[config.mk]
export PLATFORM = sky130hd
export DESIGN_NAME = pcie_c2h_arbiter
export DESIGN_NICKNAME = d
export VERILOG_FILES = /design/src/rtl/pcie_arb_pkg.sv /design/src/rtl/rr_arb_pick.sv /design/src/rtl/pcie_c2h_arbiter.sv
export SDC_FILE = /design/constraint.sdc
export NUM_CORES = 1
export LEC_CHECK = 0
export ABC_CLOCK_PERIOD_IN_PS = 4200
export CAP_MARGIN = 20
export CORE_AREA = 2 2 350 352
export CTS_BUF_LIST = sky130_fd_sc_hd__clkbuf_8
export DETAILED_ROUTE_END_ITERATION = 10
export DIE_AREA = 0 0 352 354
export PLACE_DENSITY = 0.3
export RECOVER_POWER = 100
export SETUP_SLACK_MARGIN = 0.2
export SLEW_MARGIN = 30
export SYNTH_ARGS = -nofsm -noshare
export SYNTH_HDL_FRONTEND = slang
export SYNTH_SLANG_ARGS = --single-unit
export TNS_END_PERCENT = 50
[constraint.sdc]
create_clock -name clk -period 4.2 [get_ports clk]
set_clock_uncertainty 0.05 [all_clocks]
set_input_delay 0.42 -clock clk [delete_from_list [all_inputs] [get_ports clk]]
set_output_delay 0.42 -clock clk [all_outputs]
set_load 0.02 [all_outputs]
[src/rtl/pcie_arb_pkg.sv]
// Shared types and default constants for the PCIe C2H stream arbiter family.
package pcie_arb_pkg;

  typedef enum logic [1:0] {
    IDLE  = 2'd0,
    PASS  = 2'd1,
    DRAIN = 2'd2
  } arb_state_t;

  localparam int TRUNC_CNT_W    = 16;
  localparam int DEF_DATA_WIDTH = 256;
  localparam int DEF_NUM_PORTS  = 2;
  localparam int DEF_MAX_BEATS  = 64;

endpackage

[src/rtl/rr_arb_pick.sv]
// Round-robin pick: first requesting port above last_grant, wrapping to port 0.
// Purely combinational.
module rr_arb_pick #(
  parameter int NUM_PORTS = 2,
  parameter int GW        = $clog2(NUM_PORTS)
) (
  input  logic [NUM_PORTS-1:0] req,
  input  logic [GW-1:0]        last_grant,
  output logic [GW-1:0]        pick,
  output logic                 any_req
);

  // Ports above last_grant override the wrapped half; within each half the lowest index wins.
  always_comb begin
    pick    = '0;
    any_req = 1'b0;
    for (int i = NUM_PORTS - 1; i >= 0; i--) begin
      if (req[i] && (GW'(i) <= last_grant)) begin
        pick    = GW'(i);
        any_req = 1'b1;
      end
    end
    for (int i = NUM_PORTS - 1; i >= 0; i--) begin
      if (req[i] && (GW'(i) > last_grant)) begin
        pick    = GW'(i);
        any_req = 1'b1;
      end
    end
  end

endmodule

[src/rtl/pcie_c2h_arbiter.sv]
// Packet-granular round-robin mux of NUM_PORTS AXI-Stream requesters onto the C2H stream.
// One-cycle registered output; s_tready follows the output register's room, runaway packets are cut at MAX_BEATS.
module pcie_c2h_arbiter
  import pcie_arb_pkg::*;
#(
  parameter int NUM_PORTS  = DEF_NUM_PORTS,
  parameter int DATA_WIDTH = DEF_DATA_WIDTH,
  parameter int MAX_BEATS  = DEF_MAX_BEATS
) (
  input  logic                               clk,
  input  logic                               sys_rst,
  input  logic                               driver_ready,
  input  logic [NUM_PORTS-1:0]               s_tvalid,
  output logic [NUM_PORTS-1:0]               s_tready,
  input  logic [NUM_PORTS*DATA_WIDTH-1:0]    s_tdata,
  input  logic [NUM_PORTS*DATA_WIDTH/8-1:0]  s_tkeep,
  input  logic [NUM_PORTS-1:0]               s_tlast,
  output logic                               m_tvalid,
  output logic [DATA_WIDTH-1:0]              m_tdata,
  output logic [DATA_WIDTH/8-1:0]            m_tkeep,
  output logic                               m_tlast,
  input  logic                               m_tready,
  output logic [$clog2(NUM_PORTS)-1:0]       grant_id,
  output logic                               busy,
  output logic [TRUNC_CNT_W-1:0]             trunc_cnt
);

  localparam int GW = $clog2(NUM_PORTS);
  localparam int KW = DATA_WIDTH / 8;
  localparam int BW = $clog2(MAX_BEATS + 1);

  arb_state_t            r_state, w_state_nxt;
  logic [GW-1:0]         r_grant, r_last_grant, w_pick;
  logic                  w_any;
  logic [BW-1:0]         r_beat_cnt;
  logic [TRUNC_CNT_W-1:0] r_trunc_cnt;
  logic                  r_m_tvalid, r_m_tlast;
  logic [DATA_WIDTH-1:0] r_m_tdata;
  logic [KW-1:0]         r_m_tkeep;

  logic                  w_sel_vld, w_sel_lst, w_sel_rdy, w_acc, w_cap, w_at_max, w_out_rdy;
  logic [DATA_WIDTH-1:0] w_sel_dat;
  logic [KW-1:0]         w_sel_keep;

  rr_arb_pick #(
    .NUM_PORTS (NUM_PORTS),
    .GW        (GW)
  ) u_pick (
    .req        (s_tvalid),
    .last_grant (r_last_grant),
    .pick       (w_pick),
    .any_req    (w_any)
  );

  always_comb begin
    w_sel_vld  = 1'b0;
    w_sel_lst  = 1'b0;
    w_sel_dat  = '0;
    w_sel_keep = '0;
    for (int i = 0; i < NUM_PORTS; i++) begin
      if (r_grant == GW'(i)) begin
        w_sel_vld  = s_tvalid[i];
        w_sel_lst  = s_tlast[i];
        w_sel_dat  = s_tdata[i*DATA_WIDTH +: DATA_WIDTH];
        w_sel_keep = s_tkeep[i*KW +: KW];
      end
    end
  end

  assign w_out_rdy = !r_m_tvalid || m_tready;
  assign w_at_max  = (r_beat_cnt == BW'(MAX_BEATS - 1));

  always_comb begin
    w_state_nxt = r_state;
    w_sel_rdy   = 1'b0;
    case (r_state)
      IDLE: begin
        if (driver_ready && w_any) w_state_nxt = PASS;
      end
      PASS: begin
        w_sel_rdy = w_out_rdy;
        if (w_sel_vld && w_out_rdy) begin
          if (w_sel_lst)     w_state_nxt = IDLE;
          else if (w_at_max) w_state_nxt = DRAIN;
        end
      end
      DRAIN: begin
        w_sel_rdy = 1'b1;
        if (w_sel_vld && w_sel_lst) w_state_nxt = IDLE;
      end
      default: w_state_nxt = IDLE;
    endcase
  end

  assign w_acc = w_sel_vld && w_sel_rdy;
  assign w_cap = (r_state == PASS) && w_acc;

  always_comb begin
    s_tready = '0;
    for (int i = 0; i < NUM_PORTS; i++) begin
      if (r_grant == GW'(i)) s_tready[i] = w_sel_rdy;
    end
  end

  always_ff @(posedge clk) begin
    if (sys_rst) begin
      r_state      <= IDLE;
      r_grant      <= '0;
      r_last_grant <= GW'(NUM_PORTS - 1);
      r_beat_cnt   <= '0;
      r_trunc_cnt  <= '0;
      r_m_tvalid   <= 1'b0;
      r_m_tdata    <= '0;
      r_m_tkeep    <= '0;
      r_m_tlast    <= 1'b0;
    end else begin
      r_state <= w_state_nxt;
      if ((r_state == IDLE) && (w_state_nxt == PASS)) begin
        r_grant    <= w_pick;
        r_beat_cnt <= '0;
      end
      if (w_cap) begin
        r_m_tvalid <= 1'b1;
        r_m_tdata  <= w_sel_dat;
        r_m_tkeep  <= w_sel_keep;
        r_m_tlast  <= w_sel_lst || w_at_max;
        r_beat_cnt <= r_beat_cnt + BW'(1);
      end else if (m_tready) begin
        r_m_tvalid <= 1'b0;
      end
      if (w_cap && (w_sel_lst || w_at_max)) r_last_grant <= r_grant;
      // The cut beat carries a forced tlast; the rest of the packet is swallowed in DRAIN.
      if (w_cap && !w_sel_lst && w_at_max && (r_trunc_cnt != '1))
        r_trunc_cnt <= r_trunc_cnt + TRUNC_CNT_W'(1);
    end
  end

  assign m_tvalid  = r_m_tvalid;
  assign m_tdata   = r_m_tdata;
  assign m_tkeep   = r_m_tkeep;
  assign m_tlast   = r_m_tlast;
  assign grant_id  = r_grant;
  assign busy      = (r_state != IDLE);
  assign trunc_cnt = r_trunc_cnt;

endmodule

==> metrics.txt, run 1 <==
met2 routed WL 40.4 mm; Tcrit/Tclk final a little over four fifths; CP Launch Type flip-flop; postcts setup bufs 0; # H-tree levels 3; max-cap violations 3; Final min period around 3500 ps; worst-path cell chain buf_4 > clkbuf_2 > mux2i_1 > a211oi_1; die area 0.125 sq mm; Row Count around 130; nets@finish around 2900; Hold Path Depth 2; CTS root buffer clkbuf_8; Critical Path AT 3980 ps; WL final ~80 mm; PD cells just over 300 mW/mm^2; WHS Endpoint trunc_cnt[12]; synthesized flop and latch total approximately 320; RSZ-0062 raised after global routing false; Mapped Cells 1460; syn nets about 2000; # setup viols final 0; vias in the first global route about 15000; Worst-Margin Slew 2030 ps; drt first-iter violations 518; Crit path largest cell delay roughly 1400 ps; CTS resizes 0; WHS approximately 210 ps; Worst VDD drop roughly 0.17 mV; Core Region approximately 0.12 sq mm; sequential fraction of the synthesis area a little under half; Crit. End Element flip-flop; setup TNS 0 ps; Slowest cell on crit path clkbuf_2; RR Startpoint grant_id; first-pass GRT wire length between 100 and 150 mm; DR vias/cell around 3.6; R2R setup slack approximately 700 ps; Final Slew Violations 120; clk slew on worst S/H paths approximately 50 ps; kind of critical path flip-flop to flip-flop; Initial Utilization 11.6%; Hold Buf Count CTS 0; post-synth cell types 43; r2r endpoint m_tdata[17]; start point of the critical path grant_id; drc violations 0; post-synthesis cell area between 0.01 and 0.015 sq mm; HP Class input port to flip-flop; worst skew pair latency 640 ps; Num CTS Buffers between 70 and 80; Area growth syn-to-layout 86.1%; initial antenna violation count 20; final hold violations 0; WL met3 6.92 mm; clock buffer depth 3; clock sinks about 320; synth warn 0; Max Used Layer met5; largest net degree at the start of global routing about 200; input/output buffers between 800 and 900; gr ovfl total 0; r2r worst-path depth 4; WL met1 between 30 and 40 mm; Slew Limit Headroom -37.8%; number of I/O pins between 800 and 900; share of cells above drive strength 1 under 10%; Initial DRT Pass Iterations 4; status finished with violations; routability cong. roughly 0.87; Hold Crit Start sys_rst; post-route ant nets 0; Die H ~350 microns; CTS tree yes; worst path required time 4680 ps; Vias roughly 14000; GRT Util Overall between 10% and 20%; P_leak about 9.1 nW; Avg Cell Area, Syn 9.57 sq um; failing checks max-capacitance violations, max-slew violations; fmax approximately 290 MHz; Die Width approximately 350 microns; WL/cell ~20 microns; HPWL Detailed approximately 63 mm; Crit Path Max Fanout 52
-- per-layer routing --
layer  vias to the layer above  track usage [%]
li1                       7096                -
met1                      6540             13.4
met2                       568             22.0
met3                       125             4.94
met4                        14             4.60
met5                         -                0
-- critical path, delay by kind of cell (launching register included) --
family                 cells  cell delay (ps)
muxes                      1              360
buffers and inverters      2             1950
DFF                        1              630
AOI/OAI and AO/OA          1              340
-- where the power goes --
group | internal [mW] | switching [mW]
clock network | 1.96 | 1.55
registers | 3.08 | 0.0418
logic | 0.788 | 0.601
-- flip-flops by register name (all words and copies together) (netlist names) --
register      flops
grant_id          1
m_tdata         256
r_beat_cnt        7
r_last_grant      1
m_tlast           1
m_tvalid          1
r_state           2
m_tkeep          32
trunc_cnt        16
-- synthesized netlist by cell type (all sizes together) --
cell type | instances | area, sq um
and4 | 1 | 8.76
a31oi | 1 | 6.26
o21bai | 1 | 7.51
or4 | 5 | 37.5
o311ai | 1 | 16.3
o2111ai | 2 | 17.5
mux2 | 3 | 41.3
a211oi | 288 | 2160
nor2 | 295 | 1110
clkbuf | 106 | 398
and2 | 1 | 6.26
buf | 30 | 150
inv | 7 | 26.3
and3b | 1 | 8.76
a21bo | 1 | 10.0
nor3 | 1 | 16.3
dfxtp | 317 | 6350
and3 | 4 | 25.0
o31ai | 5 | 37.5
a21oi | 16 | 80.1
ha | 6 | 75.1
o21a | 1 | 7.51
xor2 | 4 | 35.0
nand3b | 10 | 75.1
nor2b | 1 | 6.26
nand3 | 10 | 50.1
nand2 | 13 | 48.8
o2111a | 1 | 11.3
nand2b | 3 | 18.8
or3 | 7 | 43.8
mux2i | 291 | 2910
o311a | 1 | 10.0
o21ai | 8 | 40.0
o22ai | 6 | 37.5
xnor2 | 3 | 26.3
nand4 | 4 | 25.0
nor3b | 1 | 7.51
nor4 | 3 | 18.8
a32o | 1 | 10.0
-- cells in the final DEF (no fill, tap or decap), types with 6 or more instances in the layout --
master,instances
dfxtp_1,316
clkdlybuf4s50_1,584
nand3_1,10
o22ai_1,6
buf_4,6
dlygate4sd3_1,308
a211oi_1,288
a21oi_1,16
clkbuf_8,86
or3_1,7
nand3b_1,10
buf_12,6
nand2_1,13
nor2_1,295
mux2i_1,291
diode_2,6
ha_1,6
inv_1,39
-- layout make-up --
class	count	area (sq um)
Antenna cell	6	15.0
Clock buffer	86	1180
Clock inverter	38	206
Fill cell	13100	94900
Inverter	7	26.3
Multi-Input combinational cell	1000	7050
Sequential cell	317	6350
Tap cell	1625	2030
Timing Repair Buffer	911	9140
-- per-stage QoR --
step / util [%] / total power, mW / area [sq um] / std cells / setup WS, ps
6_report: 21.5 / 8.02 / 26000 / 3990 / 699
5_1_grt: 21.5 / 8.48 / 26000 / 3987 / 422
4_1_cts: 21.5 / 8.33 / 26000 / 3984 / 805
3_5_place_dp: 20.4 / 4.63 / 24600 / 3860 / 1130
3_3_place_gp: 20.4 / 4.63 / 24600 / 3860 / 1160
2_1_floorplan: - / 3.71 / 14000 / 1460 / 2070
-- how the worst max path moves through the flow --
stage                         end  slack, ps
global route          m_tdata[33]        420
CTS                   s_tready[1]        810
global placement    trunc_cnt[15]       1160
detailed placement    m_tdata[60]       1130
finish                m_tdata[17]        700
floorplan                grant_id       2070
-- cells by family after synthesis --
kind of cell / after synthesis / synth area share (%)
adder cells (fa/ha/maj): 6 / 0.537
flip-flops: 317 / 45.4
AO/OA/AOI/OAI: 333 / 17.6
AND/OR/NAND/NOR: 360 / 10.8
XOR/XNOR: 7 / 0.439
buffers and inverters: 143 / 4.11
multiplexers: 294 / 21.1
No activity file was read; power rests on OpenSTA's default activity.
==> run 2: changes to the inputs <==
--- a/config.mk
+++ b/config.mk
@@ -5,13 +5,13 @@
 export SDC_FILE = /design/constraint.sdc
 export NUM_CORES = 1
 export LEC_CHECK = 0
-export ABC_CLOCK_PERIOD_IN_PS = 4200
+export ABC_CLOCK_PERIOD_IN_PS = 3060
 export CAP_MARGIN = 20
 export CORE_AREA = 2 2 350 352
 export CTS_BUF_LIST = sky130_fd_sc_hd__clkbuf_8
 export DETAILED_ROUTE_END_ITERATION = 10
 export DIE_AREA = 0 0 352 354
-export PLACE_DENSITY = 0.3
+export PLACE_DENSITY = 0.31
 export RECOVER_POWER = 100
 export SETUP_SLACK_MARGIN = 0.2
 export SLEW_MARGIN = 30
==> constraint.sdc (replaced) <==
create_clock -name clk -period 3.06 [get_ports clk]
set_clock_uncertainty 0.05 [all_clocks]
set_input_delay 0.306 -clock clk [delete_from_list [all_inputs] [get_ports clk]]
set_output_delay 0.306 -clock clk [all_outputs]
set_load 0.02 [all_outputs]
==> run 2 against run 1 <==
Effect of this change:
- the flow now finishes without violations
- count of clock-buffer cells in the layout up 2
- final cell count increased by 0.40%
- setup slack got worse by 460 ps
- critical endpoint is now grant_id
- largest cell class unchanged
==> metrics.txt, run 2 (synthesized netlist as in run 1, its figures left out) <==
share of cells above drive strength 1 5.36% (+0.52 points); gr ovfl total 0 (unchanged); worst-path cell chain buf_6 > buf_4 > clkdlybuf4s50_1; clock sinks 317 (unchanged); Final min period approximately 2800 ps; initial antenna violation count 33 (+65%); P_leak 9.17 nW (+0.27%); Crit. End Element output port; max-cap violations 0 (-3); Net Sw Frac 27.5% (+0.11 points); RSZ-0062 raised after global routing true; Critical Path AT 2470 ps (-1510 ps); Slowest cell on crit path clkdlybuf4s50_1; Area growth syn-to-layout 86.9%; met2 Usage GRT 21.1% (-0.87 points); fmax approximately 350 MHz; Initial DRT Pass Iterations 5 (+1); Num CTS Buffers 71 (-4.1%); CTS tree yes; DR vias/cell 3.61 (+0.55%); WHS 93.9 ps (-120 ps); WL/cell 19.9 microns (-1.2%); routability cong. 0.865 (about the same); PD cells 417 mW/mm^2 (+35%); Die H 354 microns (unchanged); post-route ant nets 0 (unchanged); Vias 14500 (+0.96%); CTS root buffer clkbuf_8; GRT Util Overall 12.4% (-0.13 points); Slew Limit Headroom 11.0% (+49 points); setup TNS 0 ps (unchanged); Clock power frac 43.1% (-0.6 points); GRT Max-Usage Layer met2; R2R setup slack 340 ps (-360 ps); Tcrit/Tclk final between 90 and 100%; final hold violations 0 (unchanged); CP Launch Type flip-flop; Worst VDD drop 0.217 mV (+25%); worst skew pair latency 650 ps (about the same); nets@finish 2909 (+0.28%); Seq pwr share 39.3% (+0.4 points); drt first-iter violations 541 (+4.4%); # setup viols final 0 (unchanged); die area 0.125 sq mm (unchanged); met3 Resource Use GR 5.07% (+0.13 points); clk slew on worst S/H paths 50 ps (about the same); first-pass GRT wire length 111 mm (-1.0%); HPWL Detailed 64.4 mm (+1.9%); number of I/O pins 894 (unchanged); WL final 79.6 mm (-0.77%); Row Count 128 (unchanged); Largest register FFs 256 (unchanged); status complete, no violations; Crit Path Max Fanout 24 (-54%); kind of critical path flip-flop to output port; Pint 7.90 mW (+36%); Crit path largest cell delay 690 ps (-690 ps); Core Region 0.121 sq mm (unchanged); # H-tree levels 3 (unchanged); Final Slew Violations 0 (-100%); largest net degree at the start of global routing 129 (-34%); Worst-Margin Slew 1340 ps (-699 ps); GR Util met1 13.6% (+0.20 points); worst path required time 2700 ps (-1980 ps); postcts setup bufs 0 (unchanged); most frequent cells in the layout 584 x clkdlybuf4s50_1, 316 x dfxtp_1, 307 x dlygate4sd3_1; drc violations 0 (unchanged); input/output buffers 893 (unchanged); HP Class input port to flip-flop; P_sw 2.99 mW (+36%); Die Width 352 microns (unchanged); Logic pwr share 17.6% (+0.3 points); most common cell after layout, fill and taps aside clkdlybuf4s50_1; clock buffer depth 3 (unchanged); Initial Utilization 11.6% (unchanged); vias in the first global route 14800 (-0.26%)
==> run 2: cell types whose count changed in the layout (fill, tap and decap cells not counted), sizes merged <==
cell         change
buf              +9
dlygate4sd3      -1
bufinv           -2
inv              -3
clkinv           +4
diode            +4
clkbuf           +5
==> run 2: final timing paths <==
| path | start | endpoint | cells after the start |
|---|---|---|---|
| worst min register to register | m_tlast | m_tlast | 2 |
| worst max register to register | r_beat_cnt[0] | trunc_cnt[5] | 7 |
| worst min-delay path | sys_rst | trunc_cnt[11] | 2 |
| worst max-delay path | grant_id | grant_id | 3 |
==> run 2: worst max-delay path: cells and delay by family, from the launching register on <==
| kind | cells | cell delay [ps] |
|---|---|---|
| buffers and inverters | 3 | 1380 |
| flip-flops | 1 | 410 |
==> run 2: power groups by stage <==
stage	Sequential [mW]	Combinational [mW]	Clock, mW
2_1_floorplan	4.48	0.618	0
3_3_place_gp	4.37	1.99	0
3_5_place_dp	4.37	1.99	0
4_1_cts	4.28	2.00	5.00
5_1_grt	4.29	2.06	5.16
6_report	4.28	1.92	4.70
==> run 2: what timing repair did <==
item | 4_1_cts | 5_1_grt
setup endpoints to repair | 2 | 3
resized for setup | 2 | 1
hold buffers | 0 | 0
cloned | 0 | 0
pin swaps | 0 | 0
==> run 2: final cells by class <==
type,instances,area (sq um)
diodes,10,25.0
clock buffers,88,1210
clock inverters,37,176
fillers,13200,94800
inverters,7,26.3
multi-input cells,1000,7040
flip-flops and latches,317,6350
well taps,1625,2030
repair buffers,922,9250
==> run 2: through the flow <==
stage | instance area, sq um | util (%) | instances | power (mW) | setup slack (ps)
floorplan | 14000 | - | 1460 | 5.09 | 930
global placement | 24800 | 20.5 | 3871 | 6.36 | 403
detailed placement | 24800 | 20.5 | 3871 | 6.36 | 384
CTS | 26100 | 21.6 | 3996 | 11.3 | 197
global route | 26100 | 21.6 | 4003 | 11.5 | 77.4
finish | 26100 | 21.6 | 4006 | 10.9 | 236
==> run 2: per-layer routing <==
metal  vias up  routed length, microns  share of wire, %
met2       590                   39100                49
met3       121                    7180               9.0
met1      6612                   30800                39
met5         -                     124              0.16
li1       7137                       -                 -
met4        20                    2380               3.0
==> run 3: changes to the inputs <==
--- a/config.mk
+++ b/config.mk
@@ -5,13 +5,13 @@
 export SDC_FILE = /design/constraint.sdc
 export NUM_CORES = 1
 export LEC_CHECK = 0
-export ABC_CLOCK_PERIOD_IN_PS = 3060
+export ABC_CLOCK_PERIOD_IN_PS = 3300
 export CAP_MARGIN = 20
 export CORE_AREA = 2 2 350 352
 export CTS_BUF_LIST = sky130_fd_sc_hd__clkbuf_8
 export DETAILED_ROUTE_END_ITERATION = 10
 export DIE_AREA = 0 0 352 354
-export PLACE_DENSITY = 0.31
+export PLACE_DENSITY = 0.3
 export RECOVER_POWER = 100
 export SETUP_SLACK_MARGIN = 0.2
 export SLEW_MARGIN = 30
==> constraint.sdc (replaced) <==
create_clock -name clk -period 3.3 [get_ports clk]
set_clock_uncertainty 0.05 [all_clocks]
set_input_delay 0.33 -clock clk [delete_from_list [all_inputs] [get_ports clk]]
set_output_delay 0.33 -clock clk [all_outputs]
set_load 0.02 [all_outputs]
==> run 3 against run 2 <==
Effect of this change:
- hold slack better by 14 ps
- critical path type unchanged
- clock power decreased by 5.7%
- first-iteration DRC count down 8.3%
- utilization is 0.062 points lower
- register-to-register slack improved by 20 ps
- setup slack improved by 110 ps
- count of clock-buffer cells in the layout decreased by 2
- power down 6.6%
- die area unchanged
- flip-flop and latch count unchanged
==> metrics.txt, run 3 (synthesized netlist as in run 1, its figures left out) <==
GRT Util Overall 12.5% (+0.11 points); Worst-Margin Slew 1250 ps (-88.0 ps); largest net degree at the start of global routing 123 (-4.7%); CP Launch Type flip-flop; CTS resizes 0 (-2); post-route ant nets 0 (unchanged); first-pass GRT wire length 112 mm (+1.0%); worst skew pair latency 650 ps (about the same); Crit. End Element output port; final hold violations 0 (unchanged); clk slew on worst S/H paths 50 ps (about the same); Hold Buf Count CTS 0 (unchanged); Slew Limit Headroom 16.8% (+5.9 points); Critical Path AT 2570 ps (+100 ps); number of I/O pins 894 (unchanged); multi-input combinational cell area 0.00704 sq mm (unchanged); max-cap violations 0 (unchanged); Net Sw Frac 27.3% (-0.21 points); WL met3 7.08 mm (-1.3%); fmax around 340 MHz; drt first-iter violations 496 (-8.3%); # setup viols final 0 (unchanged); HP Class input port to flip-flop; Clock power frac 43.6% (+0.5 points); most common cell after layout, fill and taps aside clkdlybuf4s50_1; CTS tree yes; # fillers 13200 (-0.56%); setup TNS 0 ps (unchanged); CTS root buffer clkbuf_8; Core Region 0.121 sq mm (unchanged); Vias 14400 (-0.55%); P_leak 9.10 nW (-0.67%); clock sinks 317 (unchanged); routability cong. 0.859 (-0.67%); Num CTS Buffers 72 (+1.4%); nets@finish 2906 (-0.10%); most frequent cells in the layout 582 x clkdlybuf4s50_1, 316 x dfxtp_1, 310 x dlygate4sd3_1; kind of critical path flip-flop to output port; Slowest cell on crit path dlygate4sd3_1; gr ovfl total 0 (unchanged); Die Width 352 microns (unchanged); clock buffer depth 3 (unchanged); RSZ-0062 raised after global routing false; vias in the first global route 14900 (+0.60%); input/output buffers 893 (unchanged); Initial Utilization 11.6% (unchanged); PD cells 391 mW/mm^2 (-6.3%); worst-path cell chain buf_12 > and3b_1 > dlygate4sd3_1; Reg area 0.00635 sq mm (unchanged); WL/cell 20.0 microns (+0.88%); met2 routed WL 40.3 mm (+3.2%); Final min period around 2900 ps; WL final 80.1 mm (+0.63%); worst path required time 2920 ps (+220 ps); Post-Layout Cell Count 3996 (-0.25%); Logic pwr share 17.4% (-0.2 points); fin util 21.5% (-0.062 points); P_sw 2.77 mW (-7.3%); # H-tree levels 3 (unchanged); postcts setup bufs 0 (unchanged); Largest register FFs 256 (unchanged); Seq pwr share 39.0% (-0.3 points); status complete, no violations; WL met1 30.6 mm (-0.65%); Crit Path Max Fanout 84 (+250%); Worst VDD drop 0.209 mV (-3.6%); Area growth syn-to-layout 86.4%; Max Used Layer met5; initial antenna violation count 26 (-21%); placed instance count 3867 (-0.10%); HPWL Detailed 63.5 mm (-1.4%); Tcrit/Tclk final approximately 90%; Initial DRT Pass Iterations 4 (-1); DR vias/cell 3.60 (-0.30%); die area 0.125 sq mm (unchanged); Final Slew Violations 0 (unchanged); Row Count 128 (unchanged); Crit path largest cell delay 730 ps (+40 ps); Pint 7.40 mW (-6.3%); share of cells above drive strength 1 4.88% (-0.48 points); Die H 354 microns (unchanged); drc violations 0 (unchanged)
==> run 3: cell count changes in the layout (fill, tap and decap cells not counted), moves of 2 or more <==
cell             before  now
clkbuf_8             88   86
inv_6                 3    1
diode_2              10   13
buf_12                9    7
dlygate4sd3_1       307  310
buf_4                10    6
inv_1                34   31
clkdlybuf4s50_1     584  582
clkinvlp_4            1    3
bufinv_16             0    2
clkinv_2              5    0
==> run 3: final cells by class <==
cell class	count	area share [%]
flip-flops and latches	317	24.4
inverters	7	0.101
multi-input cells	1000	27.0
repair buffers	918	35.3
diodes	13	0.125
clock inverters	30	0.697
well taps	1625	7.81
clock buffers	86	4.55
==> run 3: layer usage <==
metal,global-route usage (%),vias to the layer above
li1,-,7122
met2,21.9,589
met1,13.5,6571
met5,0,-
met3,5.16,104
met4,4.08,14
==> run 3: critical path: cells and delay by family (launching register included) <==
family                 cells  cell delay [ps]
and+or+nand+nor            1              270
DFF                        1              420
buffers and inverters      2             1210
==> run 3: worst paths after layout <==
path	start	endpoint	slack (ps)	cells after the start
min	sys_rst	m_tlast	110	2
max reg2reg	r_state[1]	trunc_cnt[5]	360	7
max	grant_id	s_tready[1]	350	3
min reg2reg	m_tlast	m_tlast	400	2
==> run 3: power by group through the flow <==
| stage | registers [mW] | logic (mW) | clock network (mW) |
|---|---|---|---|
| floorplan | 4.15 | 0.573 | 0 |
| global placement | 4.05 | 1.85 | 0 |
| detailed placement | 4.05 | 1.85 | 0 |
| CTS | 3.97 | 1.86 | 4.74 |
| global route | 3.98 | 1.91 | 4.88 |
| finish | 3.97 | 1.77 | 4.43 |
==> run 3: per-stage QoR <==
step	instance area (sq um)	worst slack, ps	total power, mW	hold slack (ps)
global placement	24700	566	5.89	403
global route	26000	134	10.8	74.8
floorplan	14000	1170	4.72	387
CTS	26100	253	10.6	39.9
finish	26000	351	10.2	108
detailed placement	24700	594	5.90	401
